--- config.mk ---
export PLATFORM = sky130hd
export DESIGN_NAME = wb_spi_slave
export DESIGN_NICKNAME = d
export VERILOG_FILES = /design/src/rtl/wb_spi_slave_pkg.sv /design/src/rtl/wb_spi_slave_sync.sv /design/src/rtl/wb_spi_slave.sv
export SDC_FILE = /design/constraint.sdc
export NUM_CORES = 1
export LEC_CHECK = 0
export ABC_AREA = 0
export CORE_AREA = 4 4 86 88
export DETAILED_ROUTE_END_ITERATION = 6
export DIE_AREA = 0 0 90 92
export PLACE_DENSITY = 0.81
export SYNTH_ARGS = -nofsm -noshare
export SYNTH_HDL_FRONTEND = slang
export SYNTH_SLANG_ARGS = --single-unit
--- constraint.sdc ---
create_clock -name clk -period 1.7 [get_ports clk]
set_input_delay 0.34 -clock clk [delete_from_list [all_inputs] [get_ports clk]]
set_output_delay 0.34 -clock clk [all_outputs]
set_load 0.05 [all_outputs]
--- src/rtl/wb_spi_slave_pkg.sv ---
// Shared constants and types for the Wishbone SPI slave.
package wb_spi_slave_pkg;

    localparam int unsigned WB_DW    = 32;
    localparam int unsigned BYTE_W   = 8;
    localparam int unsigned BITCNT_W = 4;
    localparam int unsigned STATUS_W = 5;
    localparam int unsigned CTRL_W   = 3;

    localparam logic [BITCNT_W-1:0] BIT_LAST = 4'd8;
    localparam logic [BITCNT_W-1:0] BIT_PENULT = 4'd7;

    localparam logic [1:0] REG_RXDATA = 2'd0;
    localparam logic [1:0] REG_TXDATA = 2'd1;
    localparam logic [1:0] REG_STATUS = 2'd2;
    localparam logic [1:0] REG_CTRL   = 2'd3;

    localparam int unsigned STAT_RX_FULL  = 0;
    localparam int unsigned STAT_TX_EMPTY = 1;
    localparam int unsigned STAT_OVERRUN  = 2;
    localparam int unsigned STAT_UNDERRUN = 3;
    localparam int unsigned STAT_BUSY     = 4;

    localparam int unsigned CTRL_RX_IE = 0;
    localparam int unsigned CTRL_TX_IE = 1;
    localparam int unsigned CTRL_CPOL  = 2;

    typedef struct packed {
        logic cpol;
        logic tx_ie;
        logic rx_ie;
    } ctrl_t;

    typedef enum logic {
        ST_IDLE   = 1'b0,
        ST_ACTIVE = 1'b1
    } spi_state_e;

endpackage

--- src/rtl/wb_spi_slave_sync.sv ---
// Pin synchronizers for sck/cs_n/mosi with CPOL-adjusted SCK edge and CS edge pulses.
module spi_slave_sync #(
    parameter int unsigned SYNC_STAGES = 2
) (
    input  logic clk,
    input  logic rst_n,
    input  logic cpol,
    input  logic sck,
    input  logic cs_n,
    input  logic mosi,
    output logic sck_lead_c,
    output logic sck_trail_c,
    output logic cs_fall_c,
    output logic cs_rise_c,
    output logic cs_n_s,
    output logic mosi_s
);

    logic [SYNC_STAGES-1:0] sck_q;
    logic [SYNC_STAGES-1:0] cs_q;
    logic [SYNC_STAGES-1:0] mosi_q;
    logic                   sck_h;
    logic                   cs_h;
    logic                   sck_now_c;
    logic                   sck_prev_c;

    // Idle levels: CS deasserted, SCK low.
    always_ff @(posedge clk or negedge rst_n) begin
        if (!rst_n) begin
            sck_q  <= '0;
            cs_q   <= '1;
            mosi_q <= '0;
            sck_h  <= 1'b0;
            cs_h   <= 1'b1;
        end else begin
            sck_q  <= {sck_q[SYNC_STAGES-2:0], sck};
            cs_q   <= {cs_q[SYNC_STAGES-2:0], cs_n};
            mosi_q <= {mosi_q[SYNC_STAGES-2:0], mosi};
            sck_h  <= sck_q[SYNC_STAGES-1];
            cs_h   <= cs_q[SYNC_STAGES-1];
        end
    end

    // Both samples share cpol, so a CPOL change never fakes an edge.
    assign sck_now_c   = sck_q[SYNC_STAGES-1] ^ cpol;
    assign sck_prev_c  = sck_h ^ cpol;
    assign sck_lead_c  = sck_now_c & ~sck_prev_c;
    assign sck_trail_c = ~sck_now_c & sck_prev_c;
    assign cs_fall_c   = ~cs_q[SYNC_STAGES-1] & cs_h;
    assign cs_rise_c   = cs_q[SYNC_STAGES-1] & ~cs_h;
    assign cs_n_s      = cs_q[SYNC_STAGES-1];
    assign mosi_s      = mosi_q[SYNC_STAGES-1];

endmodule

--- src/rtl/wb_spi_slave.sv ---
// SPI slave (CPHA=0, MSB first) with a Wishbone register interface and level interrupt.
module wb_spi_slave
    import wb_spi_slave_pkg::*;
#(
    parameter logic [7:0]  UNDERRUN_BYTE = 8'hFF,
    parameter int unsigned SYNC_STAGES   = 2
) (
    input  logic              clk,
    input  logic              rst,
    input  logic [WB_DW-1:0]  wb_adr_i,
    input  logic [WB_DW-1:0]  wb_dat_i,
    output logic [WB_DW-1:0]  wb_dat_o,
    input  logic              wb_stb_i,
    input  logic              wb_cyc_i,
    input  logic              wb_we_i,
    input  logic [3:0]        wb_sel_i,
    output logic              wb_ack_o,
    input  logic              spi_sck,
    input  logic              spi_cs_n,
    input  logic              spi_mosi,
    output logic              spi_miso,
    output logic              spi_miso_oe,
    output logic              irq
);

    spi_state_e            state_q, state_d;
    ctrl_t                 ctrl_q;
    logic [BYTE_W-1:0]     rx_data_q, rx_shift_q, tx_hold_q, tx_shift_q;
    logic [BITCNT_W-1:0]   bitcnt_q;
    logic                  rx_full_q, tx_full_q, overrun_q, underrun_q;

    logic sck_lead_c, sck_trail_c, cs_fall_c, cs_rise_c, cs_n_s, mosi_s;
    logic wb_acc_c, rd_c, wr_c, rd_rx_c, wr_tx_c, wr_st_c, wr_ctrl_c;
    logic load_c, shift_tx_c, shift_rx_c, stop_c, byte_done_c;
    logic rx_take_c, ovr_set_c, unr_set_c;
    logic [BYTE_W-1:0]     tx_src_c, rx_byte_c;
    logic [STATUS_W-1:0]   status_c;
    logic                  unused_bits;

    assign unused_bits = ^{wb_adr_i[WB_DW-1:4], wb_adr_i[1:0], wb_dat_i[WB_DW-1:BYTE_W], wb_sel_i};

    spi_slave_sync #(.SYNC_STAGES(SYNC_STAGES)) u_sync (
        .clk         (clk),
        .rst_n       (rst),
        .cpol        (ctrl_q.cpol),
        .sck         (spi_sck),
        .cs_n        (spi_cs_n),
        .mosi        (spi_mosi),
        .sck_lead_c  (sck_lead_c),
        .sck_trail_c (sck_trail_c),
        .cs_fall_c   (cs_fall_c),
        .cs_rise_c   (cs_rise_c),
        .cs_n_s      (cs_n_s),
        .mosi_s      (mosi_s)
    );

    // Bus access decode; effects land on the edge that raises ack.
    assign wb_acc_c  = wb_cyc_i & wb_stb_i & ~wb_ack_o;
    assign rd_c      = wb_acc_c & ~wb_we_i;
    assign wr_c      = wb_acc_c & wb_we_i;
    assign rd_rx_c   = rd_c & (wb_adr_i[3:2] == REG_RXDATA);
    assign wr_tx_c   = wr_c & (wb_adr_i[3:2] == REG_TXDATA);
    assign wr_st_c   = wr_c & (wb_adr_i[3:2] == REG_STATUS);
    assign wr_ctrl_c = wr_c & (wb_adr_i[3:2] == REG_CTRL);

    always_ff @(posedge clk or negedge rst) begin
        if (!rst) state_q <= ST_IDLE;
        else      state_q <= state_d;
    end

    always_comb begin
        state_d = state_q;
        case (state_q)
            ST_IDLE:   if (cs_fall_c) state_d = ST_ACTIVE;
            ST_ACTIVE: if (cs_rise_c) state_d = ST_IDLE;
            default:   state_d = ST_IDLE;
        endcase
    end

    // Shifter control strobes; CS rise overrides any coincident SCK edge.
    always_comb begin
        load_c     = 1'b0;
        shift_tx_c = 1'b0;
        shift_rx_c = 1'b0;
        stop_c     = 1'b0;
        case (state_q)
            ST_IDLE: load_c = cs_fall_c;
            ST_ACTIVE: begin
                if (cs_rise_c) begin
                    stop_c = 1'b1;
                end else if (sck_lead_c) begin
                    shift_rx_c = 1'b1;
                end else if (sck_trail_c) begin
                    if (bitcnt_q == BIT_LAST) load_c = 1'b1;
                    else                      shift_tx_c = 1'b1;
                end
            end
            default: ;
        endcase
    end

    assign byte_done_c = shift_rx_c & (bitcnt_q == BIT_PENULT);
    assign rx_byte_c   = {rx_shift_q[BYTE_W-2:0], mosi_s};
    assign rx_take_c   = byte_done_c & (~rx_full_q | rd_rx_c);
    assign ovr_set_c   = byte_done_c & rx_full_q & ~rd_rx_c;
    assign unr_set_c   = load_c & ~tx_full_q;
    assign tx_src_c    = tx_full_q ? tx_hold_q : UNDERRUN_BYTE;

    always_ff @(posedge clk or negedge rst) begin
        if (!rst) begin
            tx_shift_q  <= '0;
            rx_shift_q  <= '0;
            bitcnt_q    <= '0;
            spi_miso    <= 1'b1;
            spi_miso_oe <= 1'b0;
        end else begin
            if (load_c) begin
                tx_shift_q  <= tx_src_c;
                bitcnt_q    <= '0;
                spi_miso    <= tx_src_c[BYTE_W-1];
                spi_miso_oe <= 1'b1;
            end else if (shift_tx_c) begin
                tx_shift_q <= {tx_shift_q[BYTE_W-2:0], 1'b0};
                spi_miso   <= tx_shift_q[BYTE_W-2];
            end else if (stop_c) begin
                bitcnt_q    <= '0;
                spi_miso    <= 1'b1;
                spi_miso_oe <= 1'b0;
            end
            if (shift_rx_c) begin
                rx_shift_q <= rx_byte_c;
                bitcnt_q   <= bitcnt_q + 4'd1;
            end
        end
    end

    // Holding registers and sticky flags; set wins over clear.
    always_ff @(posedge clk or negedge rst) begin
        if (!rst) begin
            rx_data_q  <= '0;
            rx_full_q  <= 1'b0;
            tx_hold_q  <= '0;
            tx_full_q  <= 1'b0;
            overrun_q  <= 1'b0;
            underrun_q <= 1'b0;
            ctrl_q     <= '0;
        end else begin
            if (rx_take_c) rx_data_q <= rx_byte_c;
            if (rx_take_c)    rx_full_q <= 1'b1;
            else if (rd_rx_c) rx_full_q <= 1'b0;
            if (wr_tx_c) tx_hold_q <= wb_dat_i[BYTE_W-1:0];
            if (wr_tx_c)     tx_full_q <= 1'b1;
            else if (load_c) tx_full_q <= 1'b0;
            overrun_q  <= ovr_set_c | (overrun_q & ~(wr_st_c & wb_dat_i[STAT_OVERRUN]));
            underrun_q <= unr_set_c | (underrun_q & ~(wr_st_c & wb_dat_i[STAT_UNDERRUN]));
            if (wr_ctrl_c) ctrl_q <= ctrl_t'(wb_dat_i[CTRL_W-1:0]);
        end
    end

    assign status_c = {~cs_n_s, underrun_q, overrun_q, ~tx_full_q, rx_full_q};

    // Registered bus response and interrupt.
    always_ff @(posedge clk or negedge rst) begin
        if (!rst) begin
            wb_ack_o <= 1'b0;
            wb_dat_o <= '0;
            irq      <= 1'b0;
        end else begin
            wb_ack_o <= wb_acc_c;
            if (rd_c) begin
                case (wb_adr_i[3:2])
                    REG_RXDATA: wb_dat_o <= WB_DW'(rx_data_q);
                    REG_STATUS: wb_dat_o <= WB_DW'(status_c);
                    REG_CTRL:   wb_dat_o <= WB_DW'(ctrl_q);
                    default:    wb_dat_o <= '0;
                endcase
            end
            irq <= (rx_full_q & ctrl_q.rx_ie) | (~tx_full_q & ctrl_q.tx_ie);
        end
    end

endmodule

==> run summary, run 1 <==
Worst endpoint required time -> 1.92 ns
Final setup vio count -> 0
First-pass GRT wire length -> 9846 um
Routability cong. -> 0.8018
Number of port buffers -> 29
Metal3 WL -> 285 um
Rows -> 30
Clock Latency Late Sink -> 0.34 ns
Top Layer Used -> met4
VDD IR max -> 377.3 uV
Final WL -> 5784 um
Wirelength per Cell -> 14.68 um
Crit Path Category -> input pin to flip-flop
DR WL met2 -> 2838 um
CTS tree -> yes
Worst Slack Setup Final -> 0.06407 ns
Reg2reg start -> bitcnt_q[0]
Drt via density -> 5.137
Critical path peak fanout -> 9
DRT Pass-1 Iters -> 4
DRT antenna net count -> 0
Worst setup SP type -> input pin
Crit path buf inv count -> 1
Starting Density -> 0.4333
Crit-path leading delay family -> simple AND/OR/NAND/NOR gates
CTS sink count -> 62
Register area -> 1558 um^2
Hold Violations, Final -> 0
Synth top area share -> 0.5041
P&R area growth vs syn -> 25.25%
Critical Path AT -> 1.86 ns
Initial antenna violation count -> 0
P per Cell Area -> 1244 nW/um^2
H-tree levels -> 3
Final Total Pwr -> 4.486 mW
FFs w/ async S/R, synth -> 1.000
Overall Global Routing Usage -> 0.1509
Synth top area cells -> dfrtp_1 (50%), mux2_2 (8.2%), buf_4 (6.3%)
Post-Place Worst Slack -> -0.3023 ns
Syn Area/Cell -> 11.16 um^2
Die Ht -> 92 um
Largest net degree at the start of global routing -> 28
Cell Area, Synth -> 2879 um^2
CP endpoint kind -> flip-flop
YS warnings -> 0
Worst min path class -> flip-flop to flip-flop
Post-detail-place hpwl -> 4165 um
Multi-input logic area -> 1195 um^2
Maxcap violations -> 0
Post-synth top area cell -> dfrtp_1
Die Wd -> 90 um
DRC Markers -> 0
Root buffer cell -> clkbuf_8
Final min period -> 1.636 ns
Hold_sp -> u_sync.mosi_q[0]
Antenna fix cells -> 0
Slowest stage cell, crit path -> clkdlybuf4s50_1
Number of I/O pins -> 112
Sequential fraction of the synthesis area -> 0.5406
Nets@finish -> 387
Grt ovf -> 0
Distinct cells, synth -> 41
Slew Viols, Final -> 0
Critical path origin -> wb_cyc_i
Final period utilization -> 0.9623
Status -> completed
Fillers -> 546
Worst slew pin tran -> 0.5254 ns
Final Skew -> 0.006878 ns
Post-synth EDFFs -> 0
Maximum clock rate -> 611.3 MHz
Leakage power -> 1.693 nW
Via count -> 2024
Die area -> 8280 um^2
Slew HR -> 0.6497
CP Cell Sequence -> clkdlybuf4s50_1 -> and3b_1 -> nand3_1 -> nor2_4 -> mux2_2
Clock buffer depth -> 2
Max incr delay on CP -> 0.52 ns
Layout cell share with drive strength beyond 1 -> 0.2834
Iter 0 DRT Violations -> 139
Synth Instances -> 258
#FFs+latches synth -> 62
Main synth FF type -> dfrtp_1
Wire length on met1 -> 2496 um
CTS clk-pin slew, worst paths -> 0.07 ns
CTS buffer count -> 9
Vias in the first global route -> 2081
CORE AREA -> 6644 um^2
-- Yosys cell counts (2+ instances only) --
cell	instances
o21ai_0	13
nor3b_1	2
o211a_1	2
o2bb2ai_1	3
ha_1	2
clkbuf_1	2
nand2b_1	7
a221o_1	6
nor2b_1	4
buf_4	24
buf_1	2
nor2_1	11
nand2_1	45
dfrtp_1	58
mux2i_1	8
o31ai_1	3
a21oi_1	2
inv_1	7
mux2_2	21
and3b_1	4
dfstp_2	4
buf_2	6
nand3_1	3
a22oi_1	2
-- cell families after synthesis --
kind of cell / count (synthesis) / synth area share
compound gates: 38 / 0.1017
simple gates: 84 / 0.1486
flops: 62 / 0.5406
fa+ha+maj: 2 / 0.008690
buf+inv: 42 / 0.08909
other cells: 1 / 0.001303
mux: 29 / 0.1100
-- worst reg2reg max path, cell delays in order (launching register included) --
cell	delay (ns)
dfrtp_1	0.38
inv_1	0.08
ha_1	0.14
and3b_2	0.23
buf_12	0.14
mux2i_2	0.23
nor2_1	0.06
a221o_1	0.25
-- state kept, by name, summed over array words and instances, names as in the netlist, 2 cells and up --
name	flops
rx_data_q	8
tx_hold_q	8
wb_dat_o	8
rx_shift_q	7
tx_shift_q	7
bitcnt_q	4
ctrl_q	3
u_sync.cs_q	2
u_sync.mosi_q	2
u_sync.sck_q	2
-- routing by layer --
metal | track usage | vias up
met2 | 0.2408 | 60
met3 | 0.04758 | 15
met5 | 0 | -
met4 | 0.07270 | 0
met1 | 0.1859 | 1007
li1 | - | 942
-- report_power, final --
group | internal (mW) | switching (mW)
combinational | 0.409 | 0.545
clock | 1.01 | 0.571
sequential | 1.75 | 0.201
-- stage by stage --
step | utilization | hold WS (ns) | instances | area [um^2] | setup TNS [ns]
CTS | 0.5337 | 0.3520 | 391 | 3546 | 0
finish | 0.5428 | 0.3495 | 394 | 3606 | 0
global route | 0.5428 | 0.3638 | 394 | 3606 | -0.001477
detailed placement | 0.4951 | 0.3356 | 374 | 3289 | -4.651
floorplan | - | 0.04441 | 281 | 2972 | 0
global placement | 0.4951 | 0.3321 | 374 | 3289 | -4.387
-- final timing paths --
path / end / slack, ns / cells after the start
worst max register to register: tx_shift_q[2] / 0.09 / 7
worst min register to register: u_sync.mosi_q[1] / 0.35 / 0
worst min-delay path: u_sync.mosi_q[1] / 0.35 / 0
max in group asynchronous: u_sync.cs_h / 0.63 / 3
worst max-delay path: tx_hold_q[5] / 0.06 / 5
min in group asynchronous: tx_hold_q[5] / 0.51 / 2
-- layout make-up --
type	instances	share of cell area
flip-flops and latches	62	0.4320
multi-input cells	177	0.3314
repair buffers	52	0.1332
clock buffers	10	0.03817
clock inverters	6	0.03019
well taps	80	0.02776
inverters	7	0.007287
-- cell usage in the layout (no fill, tap or decap), drive strengths merged, types with 3 or more instances in the layout --
| master | synthesis | final |
|---|---|---|
| a221o | 6 | 6 |
| and3b | 4 | 4 |
| buf | 32 | 35 |
| bufinv | 0 | 3 |
| clkbuf | 3 | 10 |
| clkdlybuf4s50 | 0 | 16 |
| clkinv | 0 | 3 |
| conb | 1 | 24 |
| dfrtp | 58 | 58 |
| dfstp | 4 | 4 |
| inv | 7 | 7 |
| mux2 | 21 | 21 |
| mux2i | 8 | 8 |
| nand2 | 45 | 45 |
| nand2b | 7 | 7 |
| nand3 | 4 | 4 |
| nor2 | 12 | 12 |
| nor2b | 4 | 4 |
| nor3b | 3 | 3 |
| o21ai | 13 | 13 |
| o2bb2ai | 3 | 3 |
| o31ai | 4 | 4 |
-- what timing repair did --
| item | in CTS | in global routing |
|---|---|---|
| endpoints found under the setup margin | 0 | 17 |
| gates resized for setup | 0 | 8 |
| buffers inserted | 0 | 3 |
| endpoints found under the hold margin | 17 | 0 |
| hold buffers | 1 | 0 |
Power figures use the tool's default switching activity.
==> run 2: changes to the inputs <==
- ABC_AREA: 0 -> 1
- CAP_MARGIN: unset -> 20
- PLACE_DENSITY: 0.81 -> 0.8
==> run 2 against run 1 <==
Total power shrank 8.0%. Design area shrank 5.3%. Largest power group unchanged. Sequential power is essentially flat. Clock power shrank 20%. Global-route usage shrank 0.82 points. Utilization shrank 2.9 points.
==> run summary, run 2 <==
Grt ovf -> 0 (unchanged)
R2r worst-path depth -> 10 (was 7)
Synth top area share -> 0.5066 (was 0.5041)
Syn Area/Cell -> 9.273 um^2 (was 11.16 um^2)
Hold_sp -> u_sync.mosi_q[0] (unchanged)
P per Cell Area -> 1208 nW/um^2 (was 1244 nW/um^2)
Antenna fix cells -> 0 (unchanged)
Via count -> 2028 (was 2024)
YS warnings -> 0 (unchanged)
Largest net degree at the start of global routing -> 63 (was 28)
Final period utilization -> 0.9231 (was 0.9623)
Starting Density -> 0.4313 (was 0.4333)
Root buffer cell -> clkbuf_8 (unchanged)
Worst min path class -> flip-flop to flip-flop (unchanged)
Multi-input logic area -> 1072 um^2 (was 1195 um^2)
Crit path buf inv count -> 4 (was 1)
Placed insts -> 421 (was 374)
Pint -> 2.751 mW (was 3.168 mW)
Comb pwr share -> 0.230 (was 0.213)
Sw Share -> 0.3332 (was 0.2937)
DRT antenna net count -> 0 (unchanged)
Wirelength per Cell -> 12.09 um (was 14.68 um)
Crit-path leading delay family -> simple AND/OR/NAND/NOR gates (unchanged)
Synth Instances -> 309 (was 258)
Hold depth -> 0 (unchanged)
Critical path's most frequent cell -> nand2_1
Commonest cells after routing, fill and taps aside -> nand2_1 (91), dfrtp_1 (58), conb_1 (24), o21ai_0 (23), nand3_1 (22) (was dfrtp_1 (57), nand2_1 (45), buf_4 (30), conb_1 (24), mux2_2 (21))
Final Skew -> 0.01051 ns (was 0.006878 ns)
Critical Path AT -> 1.85 ns (was 1.86 ns)
Layout Cells excl Fill -> 438 (was 394)
Sequential share of power -> 0.465 (was 0.435)
Drt via density -> 4.630 (was 5.137)
P&R area growth vs syn -> 19.21% (was 25.25%)
FFs w/ async S/R, synth -> 1.000 (unchanged)
Hold Violations, Final -> 0 (unchanged)
Status -> completed (unchanged)
Slew Viols, Final -> 0 (unchanged)
Die Wd -> 90 um (unchanged)
CTS clk-pin slew, worst paths -> 0.07 ns (about the same)
Nets@finish -> 431 (was 387)
Commonest non-fill, non-tap cell in the layout -> nand2_1 (was dfrtp_1)
Die area -> 8280 um^2 (unchanged)
Fillers -> 593 (was 546)
DRT Pass-1 Iters -> 5 (was 4)
Register area -> 1556 um^2 (was 1558 um^2)
#FFs+latches synth -> 62 (unchanged)
Commonest cells post-synth -> nand2_1 (91), dfrtp_1 (58), buf_4 (25), o21ai_0 (23), nand3_1 (22) (was dfrtp_1 (58), nand2_1 (45), buf_4 (24), mux2_2 (21), o21ai_0 (13))
CTS tree -> yes (unchanged)
Maximum clock rate -> 637.2 MHz (was 611.3 MHz)
Worst endpoint required time -> 1.98 ns (was 1.92 ns)
Post-synth EDFFs -> 0 (unchanged)
Initial antenna violation count -> 0 (unchanged)
Final min period -> 1.569 ns (was 1.636 ns)
VDD IR max -> 501.1 uV (was 377.3 uV)
Overall Global Routing Usage -> 0.1427 (was 0.1509)
Crit Path Category -> flip-flop to flip-flop (was input pin to flip-flop)
Max incr delay on CP -> 0.51 ns (was 0.52 ns)
Final setup vio count -> 0 (unchanged)
Reg2reg start -> u_sync.cs_h (was bitcnt_q[0])
DRC Markers -> 0 (unchanged)
Distinct cells, synth -> 36 (was 41)
CP Cell Sequence -> inv_1 -> nand2_1 -> nand2_1 -> inv_2 -> nand3_2 -> inv_2 -> nand3_4 -> inv_1 -> nand2_1 -> nand2_1 (was clkdlybuf4s50_1 -> and3b_1 -> nand3_1 -> nor2_4 -> mux2_2)
Final WL -> 5294 um (was 5784 um)
Critical path peak fanout -> 13 (was 9)
Post-DP Area -> 3203 um^2 (was 3289 um^2)
Maxcap violations -> 0 (unchanged)
Routability cong. -> 0.8287 (was 0.8018)
Number of I/O pins -> 112 (unchanged)
RSZ-0062 raised after global routing -> false
Layout cell share with drive strength beyond 1 -> 0.2123 (was 0.2834)
Slowest stage cell, crit path -> dfstp_2 (was clkdlybuf4s50_1)
H-tree levels -> 3 (unchanged)
Reg-to-reg setup timing slack -> 0.13 ns (was 0.09 ns)
Switching pwr -> 1.374 mW (was 1.317 mW)
Final Instance Area -> 3416 um^2 (was 3606 um^2)
Clk network pwr share -> 0.305 (was 0.353)
Worst setup SP type -> flip-flop (was input pin)
CTS buffer count -> 9 (unchanged)
CP endpoint kind -> flip-flop (unchanged)
Largest registers -> rx_data_q: 8 flops, tx_hold_q: 8 flops, wb_dat_o: 8 flops (unchanged)
Cell Area, Synth -> 2865 um^2 (was 2879 um^2)
Most common cell in the netlist -> nand2_1 (was dfrtp_1)
Leakage power -> 1.701 nW (was 1.693 nW)
Post-detail-place hpwl -> 3914 um (was 4165 um)
Clock Latency Late Sink -> 0.35 ns (was 0.34 ns)
Die Ht -> 92 um (unchanged)
Rows -> 30 (unchanged)
Vias in the first global route -> 2056 (was 2081)
Sequential fraction of the synthesis area -> 0.5432 (was 0.5406)
R2r endpoint -> rx_data_q[0] (was tx_shift_q[2])
Main synth FF type -> dfrtp_1 (unchanged)
First-pass GRT wire length -> 9363 um (was 9846 um)
Post-synth top area cell -> dfrtp_1 (unchanged)
CTS sink count -> 62 (unchanged)
CORE AREA -> 6644 um^2 (unchanged)
Iter 0 DRT Violations -> 142 (was 139)
Hold-critical path endpoint -> u_sync.mosi_q[1] (unchanged)
Synth top area cells -> dfrtp_1 (51%), nand2_1 (12%), buf_4 (6.6%) (was dfrtp_1 (50%), mux2_2 (8.2%), buf_4 (6.3%))
Number of port buffers -> 29 (unchanged)
Clock buffer depth -> 2 (unchanged)
[run 2: cell types whose count changed after synthesis, sizes merged, moves of 4 or more]
cell,change
nand2,+54
inv,+22
o21ai,+22
nand3,+21
mux2,-17
mux2i,-8
nand2b,-7
a221o,-6
and3b,-4
buf,-4
nor2b,-4
o31ai,-4
[run 2: cell type report]
class | instances | area share
Clock buffer | 9 | 0.03626
Clock inverter | 7 | 0.02161
Timing Repair Buffer | 40 | 0.1106
Multi-Input combinational cell | 211 | 0.3139
Tap cell | 80 | 0.02930
Inverter | 29 | 0.03260
Sequential cell | 62 | 0.4557
[run 2: what timing repair did]
action | 4_1_cts | 5_1_grt
hold buffers | 1 | 0
gates resized for setup | 0 | 1
hold endpoints to repair | 44 | 0
endpoints found under the setup margin | 0 | 1
setup buffers | 0 | 0
[run 2: stage by stage]
stage          setup slack [ns]  hold slack, ns  TNS [ns]  power, mW    util
5_1_grt               0.0005147          0.3620         0      4.387  0.5141
2_1_floorplan            0.1529         0.04441         0      2.614       -
3_3_place_gp           -0.06956          0.3347   -0.3633      2.853  0.4821
6_report                 0.1307          0.3525         0      4.125  0.5141
4_1_cts                  0.1262          0.3518         0      4.178  0.5134
3_5_place_dp           -0.09592          0.3363   -0.5911      2.898  0.4821
[run 2: logic make-up (layout without fill, tap and decap cells)]
logic type,count (synthesis),after routing,synth area share
flops,62,62,0.5432
compound gates,41,41,0.08603
mux,4,4,0.01703
fa+ha+maj,2,2,0.008732
xor+xnor,1,1,0.003057
simple gates,139,139,0.2262
buf+inv,59,85,0.1144
other cells,1,24,0.001309
[run 2: worst register-to-register path: stages, from the launching register on]
cell and delay (ns):
dfstp_2 0.51, inv_1 0.06, nand2_1 0.06, nand2_1 0.10, inv_2 0.11, nand3_2 0.09, inv_2 0.10, nand3_4 0.18
inv_1 0.17, nand2_1 0.07, nand2_1 0.06
[run 2: per-layer routing]
| metal | vias to the layer above | global-route usage | wire, um |
|---|---|---|---|
| li1 | 1028 | - | - |
| met1 | 944 | 0.1667 | 2233 |
| met2 | 46 | 0.2271 | 2604 |
| met3 | 10 | 0.05660 | 317 |
| met4 | 0 | 0.07398 | 139 |
| met5 | - | 0 | 0 |
[run 2: worst max-delay path by stage]
stage	cells after the start	from	slack, ns	endpoint
3_3_place_gp	11	wb_cyc_i	-0.07	rx_data_q[7]
5_1_grt	10	u_sync.cs_h	0.0005	rx_data_q[0]
6_report	10	u_sync.cs_h	0.13	rx_data_q[0]
2_1_floorplan	4	wb_ack_o	0.15	tx_hold_q[7]
4_1_cts	10	u_sync.cs_h	0.13	rx_data_q[0]
3_5_place_dp	11	wb_cyc_i	-0.1	rx_data_q[0]
[run 2: power by group through the flow]
stage	logic [mW]	clock network, mW	registers, mW
2_1_floorplan	0.572	0	2.04
3_3_place_gp	0.922	0	1.93
3_5_place_dp	0.955	0	1.94
4_1_cts	0.960	1.30	1.92
5_1_grt	1.05	1.38	1.95
6_report	0.949	1.26	1.92
==> RTL edit 1: new RTL, settings of run 1 <==
Set the package constant `WB_DW` to 36 (it was 32).
--- a/src/rtl/wb_spi_slave_pkg.sv
+++ b/src/rtl/wb_spi_slave_pkg.sv
@@ -1,7 +1,7 @@
 // Shared constants and types for the Wishbone SPI slave.
 package wb_spi_slave_pkg;
 
-    localparam int unsigned WB_DW    = 32;
+    localparam int unsigned WB_DW    = 36;
     localparam int unsigned BYTE_W   = 8;
     localparam int unsigned BITCNT_W = 4;
     localparam int unsigned STATUS_W = 5;
Ports: changed (resized wb_adr_i, wb_dat_i and wb_dat_o); port bits go from 112 to 124. No check against the original RTL was run, so the function may have changed too.
==> RTL edit 1 against run 1 <==
Clock power down 6%; cell count up 0.51%; final area down 1.4%; area after synthesis up 1.0%; wire length down 4.4%; critical endpoint is now rx_data_q[1]$_DFFE_PN0P_; fmax up 1.5%; largest cell class unchanged; worst setup slack better by 0.024 ns; sequential cell count unchanged; clock skew up 0.0087 ns; hold slack better by 0.0028 ns; power down 2.7%; count of clock-buffer cells in the layout up 1; non-clock buffer count down 2.
==> RTL edit 1: results (changes against run 1) <==
qor: outcome.status completed [unchanged]
qor: clock_tree.cts_resized 1 [was 0]
qor: placed_design.gp_routability_congestion 0.799 [was 0.802]
qor: global_routing.gr-usage-all-layers 14.2% [was 15.1%]
qor: drt.route.vias.total 1,945 [was 2,024]
qor: synth.synthMuxAreaShare 10.9% [was 11.0%]
qor: global_routing.largest_net_degree_at_the_start_of_global_routing 30 [was 28]
qor: placed_design.place.detailed.hpwl 4.15 mm [was 4.17 mm]
qor: layout.layout-drive-gt1-share 26.6% [was 28.3%]
qor: worst_setup_path.crit-reg2reg-capture tx_shift_q[4]$_DFFE_PN0P_ [was tx_shift_q[2]$_DFFE_PN0P_]
qor: synth.synth-compound-area-share 10.1% [was 10.2%]
qor: timing.timing.hold.ws 0.352 ns [was 0.349 ns]
qor: synth.syn-mean-instance-area 11.1 um2 [was 11.2 um2]
qor: global_routing.grt_first_pass_wirelength 9.18 mm [was 9.85 mm]
qor: worst_setup_path.largest_incremental_delay_on_the_critical_path 0.43 ns [was 0.52 ns]
qor: placed_design.dp_slack -0.309 ns [was -0.302 ns]
qor: synth.ys_seq_area_share 53.5% [was 54.1%]
qor: worst_setup_path.r2r_start u_sync.cs_h$_DFF_PN1_ [was bitcnt_q[0]$_DFFE_PN0P_]
qor: placed_design.placed_cell_area 3300 um2 [was 3290 um2]
qor: layout.final-instance-count-excl-fill 396 [was 394]
qor: drt.routedWlPerCell 14.0 um [was 14.7 um]
qor: synth.adder_cell_fraction_of_synth_area 0.860% [was 0.869%]
qor: synth.synth_top_area_cells sky130_fd_sc_hd__dfrtp_1 50%, sky130_fd_sc_hd__mux2_2 8.1%, sky130_fd_sc_hd__buf_4 7.2%, sky130_fd_sc_hd__nand2_1 5.8%, sky130_fd_sc_hd__dfstp_2 3.6% [was sky130_fd_sc_hd__dfrtp_1 50%, sky130_fd_sc_hd__mux2_2 8.2%, sky130_fd_sc_hd__buf_4 6.3%, sky130_fd_sc_hd__nand2_1 5.9%, sky130_fd_sc_hd__dfstp_2 3.7%]
qor: placed_design.placed_cells 379 [was 374]
qor: synth.synth-xor-area-share 0% [unchanged]
qor: drt.drt_iter0_drc 130 [was 139]
qor: synth.post_synth_most_frequent_cells 58 x sky130_fd_sc_hd__dfrtp_1, 45 x sky130_fd_sc_hd__nand2_1, 28 x sky130_fd_sc_hd__buf_4 [was 58 x sky130_fd_sc_hd__dfrtp_1, 45 x sky130_fd_sc_hd__nand2_1, 24 x sky130_fd_sc_hd__buf_4]
qor: power_and_ir_drop.worst_supply_voltage_drop_on_vdd 0.446 mV [was 0.377 mV]
qor: timing.skew 0.0155 ns [was 0.00688 ns]
==> RTL edit 1: worst max path at each step <==
stage / start / end / slack [ns] / cells after the start
3_5_place_dp: wb_we_i / rx_data_q[2]$_DFFE_PN0P_ / -0.31 / 5
4_1_cts: u_sync.cs_h$_DFF_PN1_ / tx_shift_q[6]$_DFFE_PN0P_ / 0.03 / 5
6_report: wb_we_i / rx_data_q[1]$_DFFE_PN0P_ / 0.09 / 5
2_1_floorplan: wb_ack_o$_DFF_PN0_ / rx_data_q[0]$_DFFE_PN0P_ / 0.05 / 5
3_3_place_gp: wb_we_i / rx_data_q[6]$_DFFE_PN0P_ / -0.28 / 5
5_1_grt: bitcnt_q[0]$_DFFE_PN0P_ / tx_shift_q[2]$_DFFE_PN0P_ / 0.0007 / 7
==> RTL edit 1: area by class of cell <==
cell class	count	area, um2
multi-input combinational	181	1190
clock buffer	11	151
inverter	7	26.3
sequential	62	1560
tap	80	100
clock inverter	5	81.3
timing repair buffer	50	453
fill	566	3090
==> RTL edit 1: layer usage <==
metal	vias to the layer above	wire length, um	global-route usage, %	part of all wire (%)
met1	949	2430	17.5	44
met2	44	2720	23.0	49
met5	-	0	0	0
met4	0	122	6.89	2.2
li1	942	-	-	-
met3	10	258	4.27	4.7
==> RTL edit 1: power breakdown <==
group | switching (mW) | internal (mW) | total [mW]
registers | 0.191 | 1.75 | 1.94
logic | 0.556 | 0.392 | 0.948
clock network | 0.572 | 0.905 | 1.48
total | 1.32 | 3.05 | 4.36
==> RTL edit 1: logic make-up (layout without fill, tap and decap cells) <==
logic type / after synthesis / after routing
simple gates: 84 / 84
flops: 62 / 62
buf+inv: 46 / 73
compound gates: 38 / 38
mux: 29 / 29
fa+ha+maj: 2 / 2
other cells: 1 / 28
==> RTL edit 2: new RTL, settings of run 1 <==
Made on the original files. Reset style: synchronous (`rst` and `rst_n`), changed in 5 clocked blocks.
--- a/src/rtl/wb_spi_slave_sync.sv
+++ b/src/rtl/wb_spi_slave_sync.sv
@@ -25,7 +25,7 @@
     logic                   sck_prev_c;
 
     // Idle levels: CS deasserted, SCK low.
-    always_ff @(posedge clk or negedge rst_n) begin
+    always_ff @(posedge clk) begin
         if (!rst_n) begin
             sck_q  <= '0;
             cs_q   <= '1;
--- a/src/rtl/wb_spi_slave.sv
+++ b/src/rtl/wb_spi_slave.sv
@@ -63,7 +63,7 @@
     assign wr_st_c   = wr_c & (wb_adr_i[3:2] == REG_STATUS);
     assign wr_ctrl_c = wr_c & (wb_adr_i[3:2] == REG_CTRL);
 
-    always_ff @(posedge clk or negedge rst) begin
+    always_ff @(posedge clk) begin
         if (!rst) state_q <= ST_IDLE;
         else      state_q <= state_d;
     end
@@ -106,7 +106,7 @@
     assign unr_set_c   = load_c & ~tx_full_q;
     assign tx_src_c    = tx_full_q ? tx_hold_q : UNDERRUN_BYTE;
 
-    always_ff @(posedge clk or negedge rst) begin
+    always_ff @(posedge clk) begin
         if (!rst) begin
             tx_shift_q  <= '0;
             rx_shift_q  <= '0;
@@ -135,7 +135,7 @@
     end
 
     // Holding registers and sticky flags; set wins over clear.
-    always_ff @(posedge clk or negedge rst) begin
+    always_ff @(posedge clk) begin
         if (!rst) begin
             rx_data_q  <= '0;
             rx_full_q  <= 1'b0;
@@ -160,7 +160,7 @@
     assign status_c = {~cs_n_s, underrun_q, overrun_q, ~tx_full_q, rx_full_q};
 
     // Registered bus response and interrupt.
-    always_ff @(posedge clk or negedge rst) begin
+    always_ff @(posedge clk) begin
         if (!rst) begin
             wb_ack_o <= 1'b0;
             wb_dat_o <= '0;
Behaviour: differs if rst is asserted again (counterexample within 4 cycles, from zero or initial values and one cycle with rst low); with rst held inactive, the same outputs for 10 cycles.
==> RTL edit 2 against run 1 <==
Sequential cell count did not move; wire length is 1.9% lower; worst setup slack better by 0.0073 ns; hold slack better by 0.071 ns; clock skew is 0.00051 ns lower; final area fell by 4.1%; area after synthesis down 0.96%; largest cell class is now multi-input gates.
Power is not compared: it rests on default switching activity, and its combinational part moved more than twofold at a synthesized area within 25%.
==> RTL edit 2: results (changes against run 1) <==
qor: outcome.status completed [unchanged]
qor: global_routing.grt_first_pass_wirelength 9.58 mm [was 9.85 mm]
qor: synth.post_synth_most_frequent_cells 62 x sky130_fd_sc_hd__dfxtp_1, 27 x sky130_fd_sc_hd__mux2i_1, 26 x sky130_fd_sc_hd__nand2_1 [was 58 x sky130_fd_sc_hd__dfrtp_1, 45 x sky130_fd_sc_hd__nand2_1, 24 x sky130_fd_sc_hd__buf_4]
qor: placed_design.dp_slack -0.316 ns [was -0.302 ns]
qor: synth.synth-async-reset-ratio 0% [was 100%]
qor: drt.wl_met2 2.68 mm [was 2.84 mm]
qor: drt.met3RoutedLength 232 um [was 285 um]
qor: global_routing.largest_net_degree_at_the_start_of_global_routing 45 [was 28]
qor: drt.drt_iter0_drc 106 [was 139]
qor: synth.synth_top_area_cells sky130_fd_sc_hd__dfxtp_1 44%, sky130_fd_sc_hd__mux2i_1 9.5%, sky130_fd_sc_hd__buf_4 6.3%, sky130_fd_sc_hd__nor2b_1 4.8%, sky130_fd_sc_hd__nand2_1 3.4% [was sky130_fd_sc_hd__dfrtp_1 50%, sky130_fd_sc_hd__mux2_2 8.2%, sky130_fd_sc_hd__buf_4 6.3%, sky130_fd_sc_hd__nand2_1 5.9%, sky130_fd_sc_hd__dfstp_2 3.7%]
qor: worst_setup_path.worst-path-max-fanout 8 [was 9]
qor: drt.routedWlPerCell 13.5 um [was 14.7 um]
qor: global_routing.number_of_global_route_vias_before_repair 2,102 [was 2,081]
qor: synth.synth-compound-area-share 12.0% [was 10.2%]
qor: placed_design.placed_cell_area 3200 um2 [was 3290 um2]
qor: layout.layout-drive-gt1-share 17.6% [was 28.3%]
qor: synth.synthMuxAreaShare 10.3% [was 11.0%]
qor: clock_tree.post_cts.repair.setup_buffers 0 [unchanged]
qor: synth.adder_cell_fraction_of_synth_area 0.878% [was 0.869%]
qor: layout.largestRegisters rx_data_q: 8 flops, tx_hold_q: 8 flops, wb_dat_o: 8 flops [unchanged]
qor: drt.avgViaCountPerCell 5.14 [about the same]
qor: placed_design.place.detailed.hpwl 3.89 mm [was 4.17 mm]
qor: synth.yosys_most_used_dff sky130_fd_sc_hd__dfxtp_1 [was sky130_fd_sc_hd__dfrtp_1]
qor: synth.ys_types 51 [was 41]
qor: drt.m1_wire_length 2.64 mm [was 2.50 mm]
qor: placed_design.gp_routability_congestion 0.725 [was 0.802]
qor: synth.ys_seq_area_share 43.5% [was 54.1%]
qor: timing.skew 0.00637 ns [was 0.00688 ns]
qor: global_routing.gr-usage-all-layers 14.2% [was 15.1%]
qor: layout.fin_nets 415 [was 387]
qor: layout.number_of_inserted_filler_cells_in_the_final_layout 599 [was 546]
## RTL edit 2: changes by cell type after synthesis, sizes merged, moves of 7 or more
cell / delta
and2: +8
clkbuf: +8
dfrtp: -58
dfxtp: +62
mux2: -19
mux2i: +19
nand2: -19
nand3: +7
nand4: +7
nor2b: +18
## RTL edit 2: cell type report
class	instances	area [um2]	area share, %
multi-input cells	211	1450	41.8
flip-flops and latches	62	1240	35.9
repair buffers	47	439	12.7
clock buffers	12	165	4.78
well taps	80	100	2.90
clock inverters	3	42.5	1.23
inverters	6	22.5	0.651
## RTL edit 2: final timing paths
kind                             start                        end  slack, ns  cells after the start
max                        wb_adr_i[2]   wb_dat_o[0]$_SDFFE_PN0P_       0.07                      4
min          u_sync.cs_q[0]$_SDFF_PN1_  u_sync.cs_q[1]$_SDFF_PN1_       0.42                      1
max reg2reg   bitcnt_q[1]$_SDFFE_PN0P_      spi_miso$_SDFFE_PN1P_       0.08                      6
min reg2reg  u_sync.cs_q[0]$_SDFF_PN1_  u_sync.cs_q[1]$_SDFF_PN1_       0.42                      1
## RTL edit 2: logic make-up (layout without fill, tap and decap cells)
kind of cell,after synthesis,count (layout)
AOI/OAI and AO/OA,43,43
adders and majority gates,2,2
buffers and inverters,46,68
DFF,62,62
muxes,29,29
other,1,24
and+or+nand+nor,113,113
## RTL edit 2: routing by layer
metal / vias up / track usage [%]
met5: - / 0
met4: 0 / 7.40
met2: 53 / 22.6
met1: 1016 / 17.9
met3: 14 / 3.12
li1: 1080 / -
## RTL edit 2: report_power, final
part | internal, mW | leakage [nW] | switching [mW]
registers | 1.48 | 0.503 | 0.0217
logic | 0.116 | 0.803 | 0.240
clock network | 0.786 | 0.104 | 0.552
## RTL edit 2: worst max-delay path: stages
cell and delay [ns]:
sky130_fd_sc_hd__clkdlybuf4s50_1 0.69, sky130_fd_sc_hd__mux2_2 0.40, sky130_fd_sc_hd__a221o_1 0.30, sky130_fd_sc_hd__o211a_1 0.13
## RTL edit 2: through the flow
stage,instances,hold slack (ns),TNS [ns]
after floorplan,319,0.386,0
after global placement,406,0.411,-3.70
after detailed placement,406,0.401,-4.39
after CTS,421,0.423,0
after global routing,421,0.446,-0.0172
final,421,0.420,0
